`src/rtl/n64_joybus_master_if.sv`:
```
// Request/reply bus of the Joybus master: command trigger side plus reply/status side.
// The requester drives the master modport; the Joybus engine sits on the slave modport.
interface n64_joybus_master_if #(
   parameter int RESP_BITS = 32
);
   logic                 start;
   logic                 auto_poll;
   logic [7:0]           cmd;
   logic                 busy;
   logic [RESP_BITS-1:0] resp;
   logic                 resp_valid;
   logic                 timeout_err;
   logic                 frame_err;
   logic [3:0]           state;

   // start is a 1-cycle request pulse, honoured only while busy is low and dropped otherwise;
   // resp is qualified by the 1-cycle resp_valid pulse and holds until the next good reply.
   modport master (
      output start, auto_poll, cmd,
      input  busy, resp, resp_valid, timeout_err, frame_err, state
   );

   modport slave (
      input  start, auto_poll, cmd,
      output busy, resp, resp_valid, timeout_err, frame_err, state
   );
endinterface

```
`src/rtl/n64_joybus_master.sv`:
```
// Joybus master: sends an 8-bit command on the open-drain pad, then captures the controller reply
// with edge-aligned sampling; supports one-shot and periodic polling with timeout/framing checks.
module n64_joybus_master #(
   parameter int TICKS_PER_US   = 25,
   parameter int RESP_BITS      = 32,
   parameter int POLL_PERIOD_US = 1000,
   parameter int TIMEOUT_US     = 64,
   parameter int SYNC_STAGES    = 2
) (
   input  logic                    PCLK,
   input  logic                    RST,
   input  logic                    data_in,
   output logic                    data_oe,
   n64_joybus_master_if.slave      bus
);

   localparam int US1        = TICKS_PER_US;
   localparam int US2        = 2 * TICKS_PER_US;
   localparam int US3        = 3 * TICKS_PER_US;
   localparam int US4        = 4 * TICKS_PER_US;
   localparam int TO_TICKS   = TIMEOUT_US * TICKS_PER_US;
   localparam int TICK_MAX   = (TO_TICKS > US4) ? TO_TICKS : US4;
   localparam int TW         = $clog2(TICK_MAX + 1);
   localparam int POLL_TICKS = POLL_PERIOD_US * TICKS_PER_US;
   localparam int PW         = $clog2(POLL_TICKS + 1);
   localparam int BW         = $clog2(RESP_BITS + 2);

   typedef enum logic [3:0] {
      S_IDLE, S_TX_LOW, S_TX_HIGH, S_TX_STOP,
      S_RX_EDGE, S_RX_SAMPLE, S_RX_HIGH, S_DONE
   } state_t;

   state_t               state;
   logic [SYNC_STAGES-1:0] sync_q;
   logic                 line;
   logic                 line_prev;
   logic                 fall;
   logic [TW-1:0]        tick;
   logic [PW-1:0]        poll_cnt;
   logic                 poll_expired;
   logic                 accept;
   logic [7:0]           tx_sh;
   logic [2:0]           tx_cnt;
   logic [BW-1:0]        rx_cnt;
   logic [RESP_BITS-1:0] shreg;
   logic [RESP_BITS-1:0] resp_q;
   logic                 resp_valid_q;
   logic                 timeout_err_q;
   logic                 frame_err_q;
   logic [TW-1:0]        lo_end;
   logic [TW-1:0]        hi_end;

   assign line         = sync_q[SYNC_STAGES-1];
   assign fall         = line_prev & ~line;
   assign poll_expired = (poll_cnt == PW'(POLL_TICKS - 1));
   assign accept       = (state == S_IDLE) && (bus.start || (bus.auto_poll && poll_expired));
   assign lo_end       = tx_sh[7] ? TW'(US1 - 1) : TW'(US3 - 1);
   assign hi_end       = tx_sh[7] ? TW'(US3 - 1) : TW'(US1 - 1);

   assign bus.busy        = (state != S_IDLE);
   assign bus.state       = state;
   assign bus.resp        = resp_q;
   assign bus.resp_valid  = resp_valid_q;
   assign bus.timeout_err = timeout_err_q;
   assign bus.frame_err   = frame_err_q;

   always_ff @(posedge PCLK) begin
      if (RST) begin
         // Synchroniser resets to the idle (pulled-up) level so no false edge appears.
         sync_q        <= '1;
         line_prev     <= 1'b1;
         state         <= S_IDLE;
         tick          <= '0;
         poll_cnt      <= '0;
         tx_sh         <= '0;
         tx_cnt        <= '0;
         rx_cnt        <= '0;
         shreg         <= '0;
         resp_q        <= '0;
         data_oe       <= 1'b0;
         resp_valid_q  <= 1'b0;
         timeout_err_q <= 1'b0;
         frame_err_q   <= 1'b0;
      end else begin
         sync_q        <= {sync_q[SYNC_STAGES-2:0], data_in};
         line_prev     <= line;
         resp_valid_q  <= 1'b0;
         timeout_err_q <= 1'b0;
         frame_err_q   <= 1'b0;

         if (accept)
            poll_cnt <= '0;
         else if (!poll_expired)
            poll_cnt <= poll_cnt + PW'(1);

         case (state)
            S_IDLE: begin
               data_oe <= 1'b0;
               if (accept) begin
                  tx_sh   <= bus.cmd;
                  tx_cnt  <= '0;
                  tick    <= '0;
                  rx_cnt  <= '0;
                  shreg   <= '0;
                  data_oe <= 1'b1;
                  state   <= S_TX_LOW;
               end
            end
            S_TX_LOW: begin
               if (tick == lo_end) begin
                  tick    <= '0;
                  data_oe <= 1'b0;
                  state   <= S_TX_HIGH;
               end else begin
                  tick <= tick + TW'(1);
               end
            end
            S_TX_HIGH: begin
               if (tick == hi_end) begin
                  tick    <= '0;
                  data_oe <= 1'b1;
                  if (tx_cnt == 3'd7) begin
                     state <= S_TX_STOP;
                  end else begin
                     tx_cnt <= tx_cnt + 3'd1;
                     tx_sh  <= {tx_sh[6:0], 1'b0};
                     state  <= S_TX_LOW;
                  end
               end else begin
                  tick <= tick + TW'(1);
               end
            end
            S_TX_STOP: begin
               if (tick == TW'(US1 - 1)) begin
                  tick    <= '0;
                  data_oe <= 1'b0;
                  state   <= S_RX_EDGE;
               end else begin
                  tick <= tick + TW'(1);
               end
            end
            S_RX_EDGE: begin
               // The edge cycle itself counts as tick 0, so the counter resumes at 1.
               if (fall) begin
                  tick  <= TW'(1);
                  state <= S_RX_SAMPLE;
               end else if (tick == TW'(TO_TICKS - 1)) begin
                  timeout_err_q <= 1'b1;
                  state         <= S_IDLE;
               end else begin
                  tick <= tick + TW'(1);
               end
            end
            S_RX_SAMPLE: begin
               tick <= tick + TW'(1);
               if (tick == TW'(US2)) begin
                  rx_cnt <= rx_cnt + BW'(1);
                  state  <= S_RX_HIGH;
                  if (rx_cnt < BW'(RESP_BITS)) begin
                     shreg <= (shreg << 1) | RESP_BITS'(line);
                  end else if (line) begin
                     frame_err_q <= 1'b1;
                     state       <= S_IDLE;
                  end
               end
            end
            S_RX_HIGH: begin
               if (line) begin
                  tick  <= '0;
                  state <= (rx_cnt == BW'(RESP_BITS + 1)) ? S_DONE : S_RX_EDGE;
               end else if (tick == TW'(US4)) begin
                  frame_err_q <= 1'b1;
                  state       <= S_IDLE;
               end else begin
                  tick <= tick + TW'(1);
               end
            end
            S_DONE: begin
               resp_q       <= shreg;
               resp_valid_q <= 1'b1;
               state        <= S_IDLE;
            end
            default: state <= S_IDLE;
         endcase
      end
   end

endmodule
```
`src/flat_wrapper.sv`:
```
// flat-port wrapper written by rule: the top's interface ports become plain ports
module n64_joybus_master_flat 
#(
   parameter int TICKS_PER_US   = 25,
   parameter int RESP_BITS      = 32,
   parameter int POLL_PERIOD_US = 1000,
   parameter int TIMEOUT_US     = 64,
   parameter int SYNC_STAGES    = 2
)
  (PCLK, RST, data_in, data_oe, bus_start, bus_auto_poll, bus_cmd, bus_busy, bus_resp, bus_resp_valid, bus_timeout_err, bus_frame_err, bus_state);
  n64_joybus_master_if #(.RESP_BITS(RESP_BITS)) bus_i ();
  input  logic PCLK;
  input  logic RST;
  input  logic data_in;
  output logic data_oe;
  input wire logic [$bits(bus_i.start)-1:0] bus_start;
  input wire logic [$bits(bus_i.auto_poll)-1:0] bus_auto_poll;
  input wire logic [$bits(bus_i.cmd)-1:0] bus_cmd;
  output wire logic [$bits(bus_i.busy)-1:0] bus_busy;
  output wire logic [$bits(bus_i.resp)-1:0] bus_resp;
  output wire logic [$bits(bus_i.resp_valid)-1:0] bus_resp_valid;
  output wire logic [$bits(bus_i.timeout_err)-1:0] bus_timeout_err;
  output wire logic [$bits(bus_i.frame_err)-1:0] bus_frame_err;
  output wire logic [$bits(bus_i.state)-1:0] bus_state;
  assign bus_i.start = bus_start;
  assign bus_i.auto_poll = bus_auto_poll;
  assign bus_i.cmd = bus_cmd;
  assign bus_busy = bus_i.busy;
  assign bus_resp = bus_i.resp;
  assign bus_resp_valid = bus_i.resp_valid;
  assign bus_timeout_err = bus_i.timeout_err;
  assign bus_frame_err = bus_i.frame_err;
  assign bus_state = bus_i.state;
  n64_joybus_master #(.TICKS_PER_US(TICKS_PER_US), .RESP_BITS(RESP_BITS), .POLL_PERIOD_US(POLL_PERIOD_US), .TIMEOUT_US(TIMEOUT_US), .SYNC_STAGES(SYNC_STAGES)) u_core (.PCLK(PCLK), .RST(RST), .data_in(data_in), .data_oe(data_oe), .bus(bus_i));
endmodule
```
`config.mk`:
```
export PLATFORM = sky130hd
export DESIGN_NAME = n64_joybus_master_flat
export DESIGN_NICKNAME = d
export VERILOG_FILES = /design/src/rtl/n64_joybus_master_if.sv /design/src/rtl/n64_joybus_master.sv /design/src/flat_wrapper.sv
export SDC_FILE = /design/constraint.sdc
export NUM_CORES = 1
export LEC_CHECK = 0
export ABC_AREA = 1
export CAP_MARGIN = 10
export CORE_MARGIN = 2
export CORE_UTILIZATION = 52
export CTS_CLUSTER_SIZE = 12
export DETAILED_ROUTE_END_ITERATION = 10
export PLACE_DENSITY = 0.72
export REMOVE_ABC_BUFFERS = 1
export SLEW_MARGIN = 30
export SYNTH_ARGS = -nofsm -noshare
export SYNTH_HDL_FRONTEND = slang
export SYNTH_SLANG_ARGS = --single-unit
```
`constraint.sdc`:
```
create_clock -name PCLK -period 1.65 [get_ports PCLK]
set_clock_uncertainty 0.05 [all_clocks]
set_input_delay 0.2475 -clock PCLK [delete_from_list [all_inputs] [get_ports PCLK]]
set_output_delay 0.2475 -clock PCLK [all_outputs]
set_load 0.1 [all_outputs]
```
# Word level (Yosys, flattened, before mapping)
# Cells that the tools add are included.
[word_totals] register_bits=118 in_bits=13 out_inout_bits=41 elab_cells=120
[classes] add_sub_neg=4 order_cmp=1 n_eq_ne=27 n_mux=53 n_bitwise=4 n_reduce_logical=17
[op_table] cell="32-bit 2-to-1 mux" n=3
[op_table] cell="11-bit 2-to-1 mux" n=8
[op_table] cell="11-bit one-hot mux with 7 select lines" n=1
[op_table] cell="32-bit one-hot mux with 2 select lines" n=1
[op_table] cell="4-bit 2-to-1 mux" n=10
[op_table] cell="32-bit by 1-bit bitwise OR with 32-bit output" n=1
[op_table] cell="4-bit one-hot mux with 7 select lines" n=1
[op_table] cell="8-bit 2-to-1 mux" n=3
[op_table] cell="11-bit == test" n=2
[op_table] cell="4-bit by 3-bit == test with 1-bit output (second input constant)" n=4
[op_table] cell="8-bit one-hot mux with 2 select lines" n=1
[op_table] cell="4-bit AND reduction" n=4
[op_table] cell="15-bit by 1-bit adder with 15-bit output (second input constant)" n=1
[op_table] cell="15-bit == test (second input constant)" n=1
[op_table] cell="7-bit 2-to-1 mux" n=2
[op_table] cell="3-bit 2-to-1 mux" n=4
[op_table] cell="6-bit 2-to-1 mux" n=2
[op_table] cell="2-bit by 1-bit != test with 1-bit output (second input constant)" n=6
[op_table] cell="6-bit one-hot mux with 2 select lines" n=1
[op_table] cell="11-bit by 1-bit adder with 11-bit output (second input constant)" n=1
[op_table] cell="11-bit == test (second input constant)" n=1
[op_table] cell="11-bit by 5-bit == test with 1-bit output (second input constant)" n=1
[op_table] cell="11-bit by 6-bit == test with 1-bit output (second input constant)" n=1
[op_table] cell="11-bit by 7-bit == test with 1-bit output (second input constant)" n=1
[op_table] cell="other kinds (27)" n=45

# Depth between registers and ports, before layout
# Gate-level depths: netlist of run 1.
[logic_depth] word_depth=6 mapped_depth=13 mapped_depth_nobuf=13

# Worst setup path before layout of run 1
# OpenSTA, ideal clock, no wires.
[synth_timing] kind="reg2reg" start="reg u_core.state[2], in the netlist u_core.bus.state[2]" end="reg u_core.tick[0]" setup_ps=70 t_arrival_ps=2598 t_required_ps=1530 setup_slack_ps=-1068 path_stages_with_launch=10 n_path_buf=1 synth_period_minus_slack_ps=2718 path_cell_list="dfxtp_1 > buf_4 > inv_2 > nand2_1 > nor2_4 > inv_1 > nand2_1 > nor2_1 > nand2_1 > a21oi_1"
[synth_via] elab_chain_len=4 elab_cells_between_ends=14 classes_between="eq/ne (9); mux (1); reduce/logical (4)"
[synth_lines] element="start, declared" line_no="n64_joybus_master.sv:33" source="state_t state;"
[synth_lines] element="start signal, assigned" line_no="n64_joybus_master.sv:170" source="state <= (rx_cnt == BW'(RESP_BITS + 1)) ? S_DONE : S_RX_EDGE;"
[synth_lines] element="4-bit logical NOT" line_no="n64_joybus_master.sv:56, n64_joybus_master.sv:96"
[synth_lines] element="1-bit logical AND" line_no="n64_joybus_master.sv:56" source="assign accept = (state == S_IDLE) && (bus.start || (bus.auto_poll && poll_expired));"
[synth_lines] element="2-bit by 1-bit != test with 1-bit output (no line)"
[synth_lines] element="4-bit AND reduction (no line)"
[synth_lines] element="end signal, assigned" line_no="n64_joybus_master.sv:115" source="tick <= tick + TW'(1);"
[synth_lines] element="end signal, assigned" line_no="n64_joybus_master.sv:130" source="tick <= tick + TW'(1);"
[synth_lines] element="end signal, assigned" line_no="n64_joybus_master.sv:139" source="tick <= tick + TW'(1);"
[synth_lines] element="end, declared" line_no="n64_joybus_master.sv:38" source="logic [TW-1:0] tick;"
# Several ways; a longest one is shown, not always the timed one.
# A chain may end at the register's enable or synchronous reset.

# Worst setup path in the final report of run 1
[layout_timing] start="reg u_core.poll_cnt[0]" end="reg u_core.tick[8]"
[layout_via] elab_chain_len=6
[layout_lines] element="start, declared" line_no="n64_joybus_master.sv:39" source="logic [PW-1:0] poll_cnt;"
[layout_lines] element="start signal, assigned" line_no="n64_joybus_master.sv:94" source="poll_cnt <= poll_cnt + PW'(1);"
[layout_lines] element="15-bit == test" line_no="n64_joybus_master.sv:55" source="assign poll_expired = (poll_cnt == PW'(POLL_TICKS - 1));"
[layout_lines] element="1-bit logical AND" line_no="n64_joybus_master.sv:56"
[layout_lines] element="1-bit logical OR" line_no="n64_joybus_master.sv:56"
[layout_lines] element="1-bit logical AND" line_no="n64_joybus_master.sv:56"
[layout_lines] element="2-bit by 1-bit != test with 1-bit output (no line)"
[layout_lines] element="4-bit AND reduction (no line)"
# No other way between the ends.

==> metrics.txt, run 1 <==
Clock transition at path regs 60 ps; per-cell routed wire length ~17 um; logic gate share of total power 48.8%; violated checks negative setup slack; reg2reg end u_core.tick[8]$_SDFFE_PP0P_; Finished Core Util 83.7%; initial antenna violation count 0; count of buffer and inverter cells on the critical path 4; critical path required time 2030 ps; final-report hold violation count 0; critical path data arrival time 2290 ps; CTS buffer count 17; Mean Syn Cell Area 6.90 um2; Synth Cell Area 5830 um2; Ys Warns 0; largest net degree at the start of global routing 41; max cap viols 0; status finished, violations left; hold path startpoint RST; Slew HR 65.9%; number of global-route vias before repair between 6000 and 7000; CTS Sinks 117; Power Dens Cells 1480 nW/um2; CP most frequent cell nor2_2; leakage 0.00370 uW; gpl congestion 0.970; Worst Setup Path Type flop to flop; aggregate global routing overflow 0; CTS tree yes; GRT Resource Usage Total 30.2%; RSZ-0062 raised after global routing yes; Die X 110 um; sequential share of power 24.3%; PortBufs 52; Crit-path slowest cell dfxtp_2; worst reg2reg setup slack -260 ps; area leader, netlist dfxtp_1; HP Class input port to flop; most frequent cells after synthesis nand2_1, nor2_1, dfxtp_1; Min Clock Period, post-route 1910 ps; Setup crit end kind flop; first drt pass iteration count 5; Max stage delay on crit path 360 ps; DRT antenna net count 0; cells along the critical path ha_4 -> inv_2 -> nor2_2 -> nand2_1 -> nor2_2 -> nand3_2 -> nand3_4 -> buf_12 -> buf_8 -> nand2_8 -> inv_8 -> nor2_2 -> nor2_1 -> nor2_1; Via density 5.64; number of synthesized flops with an enable pin 0; #FFs+latches synth ~120; worst reg-to-reg path cell count 14; Cell variety after synth 38; Setup violations, final 80; Fmax 524 MHz; Worst-Margin Slew between 500 and 600 ps; nets 1013; # rows 38; CP delay by family, top simple AND/OR/NAND/NOR gates; # hold bufs at CTS 0; number of fill cells in the layout between 600 and 700; Vias 6443; r2r startpoint u_core.poll_cnt[0]$_SDFFE_PP0P_; # diodes 0; Psw roughly 5500 uW; DIE HEIGHT 110 um; Slew Viols, Final 0; worst-path fanout max 6; worst hold slack ~160 ps; total wire length after detailed routing about 19000 um; CTS H-tree lvls 4; number of cells produced by synthesis 845; Max Buffers Root-to-Sink 2; Net Sw Frac slightly above 40%; top-level port count 54; Final period util 116%; worst-skew pair later-pin latency 540 ps; Total Die Area 12100 um2; Initial Util a little over half; Root Driver clkbuf_8; Layout area overhead 56.3%; ratio of cells with drive above 1 in the final layout 36.1%; total power draw approximately 13000 uW; main area contributors after synthesis dfxtp_1, nand2_1, a21oi_1; DP HPWL approximately 11000 um; top cell type's share of synthesized area between 40% and 50%; Synth Flop Type dfxtp_1; Hold Path Depth 4; top-count cell post-synth nand2_1; register area share after synthesis 40.2%; async set-reset flop share out of synthesis 0%; Clock power frac between 20% and 30%; Startpoint Class flop; maximum VDD drop 1.41 mV; setup slack after layout -258 ps; P_int 7970 uW; WHS Endpoint u_core.bus.state[0]$_SDFFE_PP0P_; DRC violations left 0; core outline area approximately 11000 um2; Iter 0 DRT Violations 422; first-pass GRT wire length around 28000 um
==> power groups by stage <==
stage,registers (uW),clock network (uW),logic (uW)
floorplan,3780,0,2150
CTS,3240,3620,5550
detailed placement,3300,0,4410
global route,3290,3760,6940
finish,3270,3620,6580
global placement,3290,0,4330
==> how the worst max path moves through the flow <==
stage,cells after the start,slack [ps],from,end
final,14,-260,u_core.poll_cnt[0]$_SDFFE_PP0P_,u_core.tick[8]$_SDFFE_PP0P_
after detailed placement,11,-200,u_core.tick[4]$_SDFFE_PP0P_,u_core.bus.state[2]$_SDFFE_PP0P_
after CTS,6,-130,u_core.bus.state[2]$_SDFFE_PP0P_,bus_busy
after floorplan,8,-2200,u_core.bus.state[1]$_SDFFE_PP0P_,u_core.tick[10]$_SDFFE_PP0P_
after global routing,14,-290,u_core.poll_cnt[0]$_SDFFE_PP0P_,u_core.tick[8]$_SDFFE_PP0P_
after global placement,11,-150,u_core.tick[4]$_SDFFE_PP0P_,u_core.bus.state[1]$_SDFFE_PP0P_
==> layout by cell type, fill, tap and decap left out, types with 11 or more instances in the layout <==
cell and n:
a21oi_1 66, buf_12 51, nand2_1 132, clkdlybuf4s50_1 11, a21oi_2 27, nor2_2 27, inv_1 82, clkbuf_16 18
nor2_4 13, o21ai_0 44, nand2_4 16, nand2_2 28, nand3_1 25, buf_6 11, nand3_2 12, buf_4 84
dfxtp_1 107, nand4_1 54, nor2_1 89
==> flip-flops by register name, summed over array words and instances (netlist names), 3 cells and up <==
name	count
u_core.bus.resp	32
u_core.shreg	32
u_core.poll_cnt	15
u_core.tick	11
u_core.tx_sh	8
u_core.rx_cnt	6
u_core.bus.state	3
u_core.tx_cnt	3
==> layer usage <==
metal | vias to the layer above | wire length [um] | GRT usage (%)
met4 | 0 | 697 | 13.4
li1 | 3065 | - | -
met3 | 67 | 1070 | 6.46
met5 | - | 0 | 0
met2 | 264 | 9640 | 51.2
met1 | 3047 | 7540 | 36.6
==> area by class of cell <==
| type | instances | area (um2) | area share (%) |
|---|---|---|---|
| well taps | 140 | 175 | 1.92 |
| multi-input cells | 594 | 3560 | 39.1 |
| flip-flops and latches | 117 | 2370 | 26.0 |
| clock buffers | 23 | 477 | 5.23 |
| clock inverters | 7 | 97.6 | 1.07 |
| inverters | 97 | 397 | 4.35 |
| repair buffers | 165 | 2040 | 22.4 |
==> kinds of logic (layout without fill, tap and decap cells) <==
group | after synthesis | in the layout | share of synthesized area, %
other cells | 1 | 1 | 0.0643
xor+xnor | 10 | 10 | 1.50
buf+inv | 137 | 292 | 9.85
flops | 117 | 117 | 40.2
compound gates | 144 | 144 | 12.6
fa+ha+maj | 8 | 8 | 1.72
simple gates | 428 | 431 | 34.1
==> tightest hold or removal path, stage by stage <==
cell      delay, ps
clkbuf_2         90
inv_1           180
nand2_1         140
nor2_1           40
==> stage by stage <==
step	worst slack (ps)	std cells	setup TNS [ps]	cell area, um2
final	-258	1143	-11230	9120
after global routing	-292	1143	-17000	9120
after CTS	-132	1128	-4610	8500
after detailed placement	-203	1077	-7720	7410
after global placement	-154	1077	-6210	7410
after floorplan	-2200	805	-186260	5620
==> repair_timing <==
item / CTS / global route
setup endpoints to repair: 68 / 90
resized for setup: 79 / 132
setup buffers: 17 / 13
cloned: 4 / 2
pin swaps: 27 / 36
No activity file was read; power rests on OpenSTA's default activity.
==> run 2: changes to the inputs <==
- GPL_ROUTABILITY_DRIVEN: not set -> 0
- TNS_END_PERCENT: not set -> 100
==> run 2 against run 1 <==
The run still ends with negative setup slack left. Via count grew 13%. Count of clock-buffer cells in the layout down 2. Critical path type unchanged. Highest routed layer unchanged. Register-to-register slack lost 90 ps. First-iteration DRC count grew 120%. Power increased by 6.2%. Largest cell class unchanged. Routed wire length is 30% higher. Sequential share of layout area is 0.74 points lower.
==> metrics.txt, run 2 (synthesis gave the netlist of run 1 again) <==
Max Buffers Root-to-Sink 2 (unchanged); Worst Setup Path Type flop to flop; # hold bufs at CTS 0 (unchanged); PortBufs 52 (unchanged); CTS Sinks 117 (unchanged); Die X 110 um (unchanged); final-report hold violation count 0 (unchanged); status finished, violations left; initial antenna violation count 0 (unchanged); DRC violations left 0 (unchanged); worst-path fanout max 3 (-3); setup slack after layout -352 ps (-93.5 ps); DP HPWL 10500 um (-1.9%); critical path required time 2100 ps (+70 ps); logic gate share of total power 51.7% (+2.9 points); violated checks negative setup slack; worst hold slack 154 ps (-7.51 ps); Via density 6.36 (+13%); Total Die Area 12100 um2 (unchanged); Layout Cells excl Fill 1149 (+0.52%); Setup violations, final 82 (+2.5%); Clock power frac 25.1% (-1.8 points); Vias 7303 (+13%); HP Class input port to flop; Min Clock Period, post-route 2000 ps (+93.5 ps); top-level port count 54 (unchanged); Clock transition at path regs 60 ps (about the same); sequential share of power 23.1% (-1.2 points); # diodes 0 (unchanged); Psw 6260 uW (+14%); CTS H-tree lvls 4 (unchanged); placed insts 1070 (-0.65%); Net Sw Frac 43.8% (+2.9 points); P_int 8050 uW (+0.96%); critical path data arrival time 2450 ps (+160 ps); GRT Resource Usage Total 30.3% (+0.071 points); nets 1017 (+0.39%); DIE HEIGHT 110 um (unchanged); RSZ-0062 raised after global routing yes; first drt pass iteration count 9 (+4); worst-skew pair later-pin latency 560 ps (+20 ps); total power draw 14300 uW (+6.2%); Setup crit end kind flop; aggregate global routing overflow 0 (unchanged); # rows 38 (unchanged); final setup TNS -20040 ps (-8800 ps); commonest non-fill, non-tap cell in the layout nand2_1; Root Driver clkbuf_8; DRT antenna net count 0 (unchanged); most frequent cells in the layout nand2_1, dfxtp_1, nor2_1; Final period util 121% (+5.7 points); core outline area 10900 um2 (unchanged); CTS tree yes; max cap viols 0 (unchanged); number of global-route vias before repair 6230 (+3.6%); leakage 0.00386 uW (+4.3%); Fmax 500 MHz (-4.7%); Layout area overhead 61.3%; total wire length after detailed routing 24700 um (+30%); maximum VDD drop 1.12 mV (-20%); Iter 0 DRT Violations 940 (+120%); Slew Viols, Final 0 (unchanged); Initial Util 53.6% (unchanged); Power Dens Cells 1520 nW/um2 (+2.9%); per-cell routed wire length 21.5 um (+30%); largest net degree at the start of global routing 47 (+15%); Startpoint Class flop; ratio of cells with drive above 1 in the final layout 40.5% (+4.4 points); CTS buffer count 17 (unchanged); first-pass GRT wire length 28700 um (+0.83%)
run 2: metrics by stage:
| step | worst slack (ps) | cell area (um2) | util, % |
|---|---|---|---|
| floorplan | -2200 | 5620 | - |
| global placement | -101 | 7330 | 67.4 |
| detailed placement | -192 | 7330 | 67.4 |
| CTS | -113 | 8480 | 77.8 |
| global route | -380 | 9410 | 86.4 |
| finish | -352 | 9410 | 86.4 |
run 2: path summary, 6_finish.rpt:
kind | startpoint | endpoint | slack [ps] | cells after the start
min reg2reg | u_core.sync_q[0]$_SDFF_PP1_ | u_core.sync_q[1]$_SDFF_PP1_ | 360 | 1
min | RST | u_core.shreg[8]$_SDFFE_PP0P_ | 150 | 3
max reg2reg | u_core.poll_cnt[1]$_SDFFE_PP0P_ | u_core.tx_sh[0]$_SDFFE_PP0P_ | -350 | 11
max | u_core.poll_cnt[1]$_SDFFE_PP0P_ | u_core.tx_sh[0]$_SDFFE_PP0P_ | -350 | 11
run 2: critical path: stages, from the launching register on:
cell and delay, ps:
dfxtp_4 360, ha_4 150, buf_4 100, buf_4 90, nand4_1 100, nor2_1 170
nand2_1 120, nor2_1 160, o21ai_1 130, inv_1 90, nand2_1 220, a21oi_2 210
run 2: cell type report:
type / count / area, um2
flip-flops and latches: 117 / 2370
repair buffers: 169 / 2100
fillers: 470 / 1480
clock buffers: 21 / 469
clock inverters: 11 / 98.8
multi-input cells: 594 / 3780
inverters: 97 / 409
well taps: 140 / 175
run 2: metal layers:
layer	part of all wire [%]	wire (um)	global-route usage [%]
met2	46	11400	50.8
met1	35	8700	35.3
met5	0	0	0
met3	10	2540	8.00
met4	8.2	2030	15.6
run 2: repair_timing:
action	4_1_cts	5_1_grt
gates resized for setup	94	193
pin swaps	31	59
cloned	4	8
buffers inserted	22	13
setup endpoints to repair	67	82
run 2: power by group through the flow:
stage | sequential [uW] | clock (uW) | combinational [uW]
after global placement | 3290 | 0 | 4290
after global routing | 3330 | 3740 | 7640
after detailed placement | 3310 | 0 | 4380
after CTS | 3250 | 3520 | 5470
final | 3310 | 3600 | 7400
after floorplan | 3780 | 0 | 2150
==> run 3: changes to the inputs <==
--- a/constraint.sdc
+++ b/constraint.sdc
@@ -3,3 +3,3 @@
 set_input_delay 0.2475 -clock PCLK [delete_from_list [all_inputs] [get_ports PCLK]]
 set_output_delay 0.2475 -clock PCLK [all_outputs]
-set_load 0.1 [all_outputs]
+set_load 0.05 [all_outputs]
==> run 3 against run 2 <==
The run still ends with negative setup slack left. Routed wire length decreased by 13%. Clock power decreased by 4%. Critical endpoint is now u_core.tick[8]$_SDFFE_PP0P_. First-iteration DRC count down 24%. Largest power group unchanged.
==> metrics.txt, run 3 (synthesis gave the netlist of run 1 again) <==
status finished, violations left; violated checks negative setup slack; Crit-path slowest cell dfxtp_1; Max Buffers Root-to-Sink 2 (unchanged); Max stage delay on crit path 390 ps (+30 ps); sequential share of power 25.5% (+2.4 points); number of fill cells in the layout 641 (+36%); Slew Viols, Final 0 (unchanged); CTS buffer count 17 (unchanged); first drt pass iteration count 8 (-1); Fmax 502 MHz (+0.44%); total power draw 12900 uW (-10%); Initial Util 53.6% (unchanged); P_int 7690 uW (-4.4%); Setup violations, final 80 (-2.4%); setup slack after layout -343 ps (+8.75 ps); Clock power frac 26.8% (+1.7 points); Net Sw Frac 40.2% (-3.6 points); RSZ-0062 raised after global routing yes; worst reg2reg setup slack -340 ps (about the same); # hold bufs at CTS 0 (unchanged); DRT antenna net count 0 (unchanged); Layout area overhead 49.8%; ratio of cells with drive above 1 in the final layout 34.9% (-5.6 points); # rows 38 (unchanged); Hold Path Depth 3 (unchanged); nets 1025 (+0.79%); maximum VDD drop 0.947 mV (-16%); Startpoint Class flop; PortBufs 52 (unchanged); critical path required time 2010 ps (-90 ps); CP most frequent cell nor2_1; Min Clock Period, post-route 1990 ps (-8.75 ps); reg2reg end u_core.tick[8]$_SDFFE_PP0P_; DP HPWL 10100 um (-3.4%); worst-skew pair later-pin latency 550 ps (about the same); core outline area 10900 um2 (unchanged); logic gate share of total power 47.7% (-4.0 points); DIE HEIGHT 110 um (unchanged); GRT Resource Usage Total 28.8% (-1.5 points); DRC violations left 0 (unchanged); Vias 6893 (-5.6%); leakage 0.00361 uW (-6.5%); aggregate global routing overflow 0 (unchanged); Die X 110 um (unchanged); largest net degree at the start of global routing 53 (+13%); CTS Sinks 117 (unchanged); Via density 5.99 (-5.8%); WHS Endpoint u_core.tx_cnt[0]$_SDFFE_PP0P_; Total Die Area 12100 um2 (unchanged); CTS H-tree lvls 4 (unchanged); Psw 5170 uW (-17%); hold path startpoint RST; Final period util 121% (-0.53 points); count of buffer and inverter cells on the critical path 2 (-1); max cap viols 0 (unchanged); cells along the critical path inv_2 -> nor2_1 -> nand3_1 -> nand2_1 -> inv_2 -> nand3_1 -> nand2_1 -> nor2_1 -> nand2_1 -> nor2_1 -> nor2_1; CTS tree yes; Power Dens Cells 1470 nW/um2 (-3.2%); Iter 0 DRT Violations 718 (-24%); most frequent cells in the layout nand2_1, buf_4, dfxtp_1; per-cell routed wire length 18.7 um (-13%); Worst Setup Path Type flop to flop; Clock transition at path regs 60 ps (about the same); worst reg-to-reg path cell count 11 (unchanged); HP Class input port to flop; top-level port count 54 (unchanged); initial antenna violation count 0 (unchanged); # diodes 0 (unchanged); total wire length after detailed routing 21600 um (-13%); Setup crit end kind flop; worst hold slack 149 ps (-5.39 ps); critical path data arrival time 2360 ps (-90 ps); commonest non-fill, non-tap cell in the layout nand2_1; Root Driver clkbuf_8; r2r startpoint u_core.tick[7]$_SDFFE_PP0P_; final-report hold violation count 0 (unchanged); worst-path fanout max 7 (+4); CP delay by family, top simple AND/OR/NAND/NOR gates; number of global-route vias before repair 5896 (-5.4%); first-pass GRT wire length 27200 um (-5.2%)
-- run 3: cell types whose count changed in the layout (fill, tap and decap cells not counted), moves of 5 or more --
| cell | delta |
|---|---|
| a21oi_1 | +24 |
| nor2_1 | +5 |
| buf_6 | -5 |
| nand2_4 | -22 |
| buf_12 | -33 |
| buf_4 | +47 |
| dfxtp_2 | +5 |
| a21oi_2 | -25 |
| nand2_2 | -15 |
| nand3_4 | +5 |
| nand2_1 | +37 |
| nor2_2 | -9 |
-- run 3: metal layers --
| metal | GRT usage, % | routed length [um] |
|---|---|---|
| met2 | 47.9 | 10300 |
| met1 | 34.3 | 8190 |
| met3 | 6.99 | 1670 |
| met4 | 15.2 | 1350 |
| met5 | 0 | 0 |
-- run 3: cell type report --
class,count,area (um2),share of cell area [%]
clock buffers,20,445,5.10
clock inverters,6,82.6,0.946
inverters,97,397,4.54
multi-input cells,596,3610,41.3
flip-flops and latches,117,2370,27.2
well taps,140,175,2.01
repair buffers,175,1650,18.9
-- run 3: worst max-delay path by stage --
stage	start	end	depth (start not counted)
floorplan	u_core.bus.state[1]$_SDFFE_PP0P_	u_core.tick[10]$_SDFFE_PP0P_	8
global placement	u_core.tick[0]$_SDFFE_PP0P_	u_core.tick[10]$_SDFFE_PP0P_	12
detailed placement	u_core.tick[0]$_SDFFE_PP0P_	u_core.tick[10]$_SDFFE_PP0P_	12
CTS	u_core.poll_cnt[1]$_SDFFE_PP0P_	u_core.tx_sh[1]$_SDFFE_PP0P_	12
global route	u_core.poll_cnt[1]$_SDFFE_PP0P_	u_core.tx_sh[6]$_SDFFE_PP0P_	13
finish	u_core.tick[7]$_SDFFE_PP0P_	u_core.tick[8]$_SDFFE_PP0P_	11
-- run 3: metrics by stage --
step                utilization (%)  setup WS, ps  instance area (um2)  std cells  setup TNS, ps
global placement               63.6          -121                 6920       1075          -5060
finish                         80.2          -343                 8730       1151         -13410
CTS                            72.7          -113                 7920       1128          -4410
detailed placement             63.6          -197                 6920       1075          -8850
global route                   80.2          -448                 8730       1151         -22250
floorplan                         -         -1840                 5620        805        -140270
-- run 3: power by group through the flow --
stage / Sequential, uW / Clock (uW) / Combinational, uW
6_report: 3280 / 3450 / 6140
5_1_grt: 3300 / 3620 / 6460
4_1_cts: 3230 / 3410 / 4640
3_5_place_dp: 3280 / 0 / 3920
3_3_place_gp: 3260 / 0 / 3860
2_1_floorplan: 3520 / 0 / 2070
-- run 3: worst min-delay path, delay by kind of cell --
family | cells | cell delay [ps]
buf+inv | 2 | 340
compound gates | 1 | 120
-- run 3: repair_timing --
item,4_1_cts,5_1_grt
resized for setup,65,145
cloned,4,4
pin swaps,28,53
endpoints found under the setup margin,68,84
setup buffers,23,25
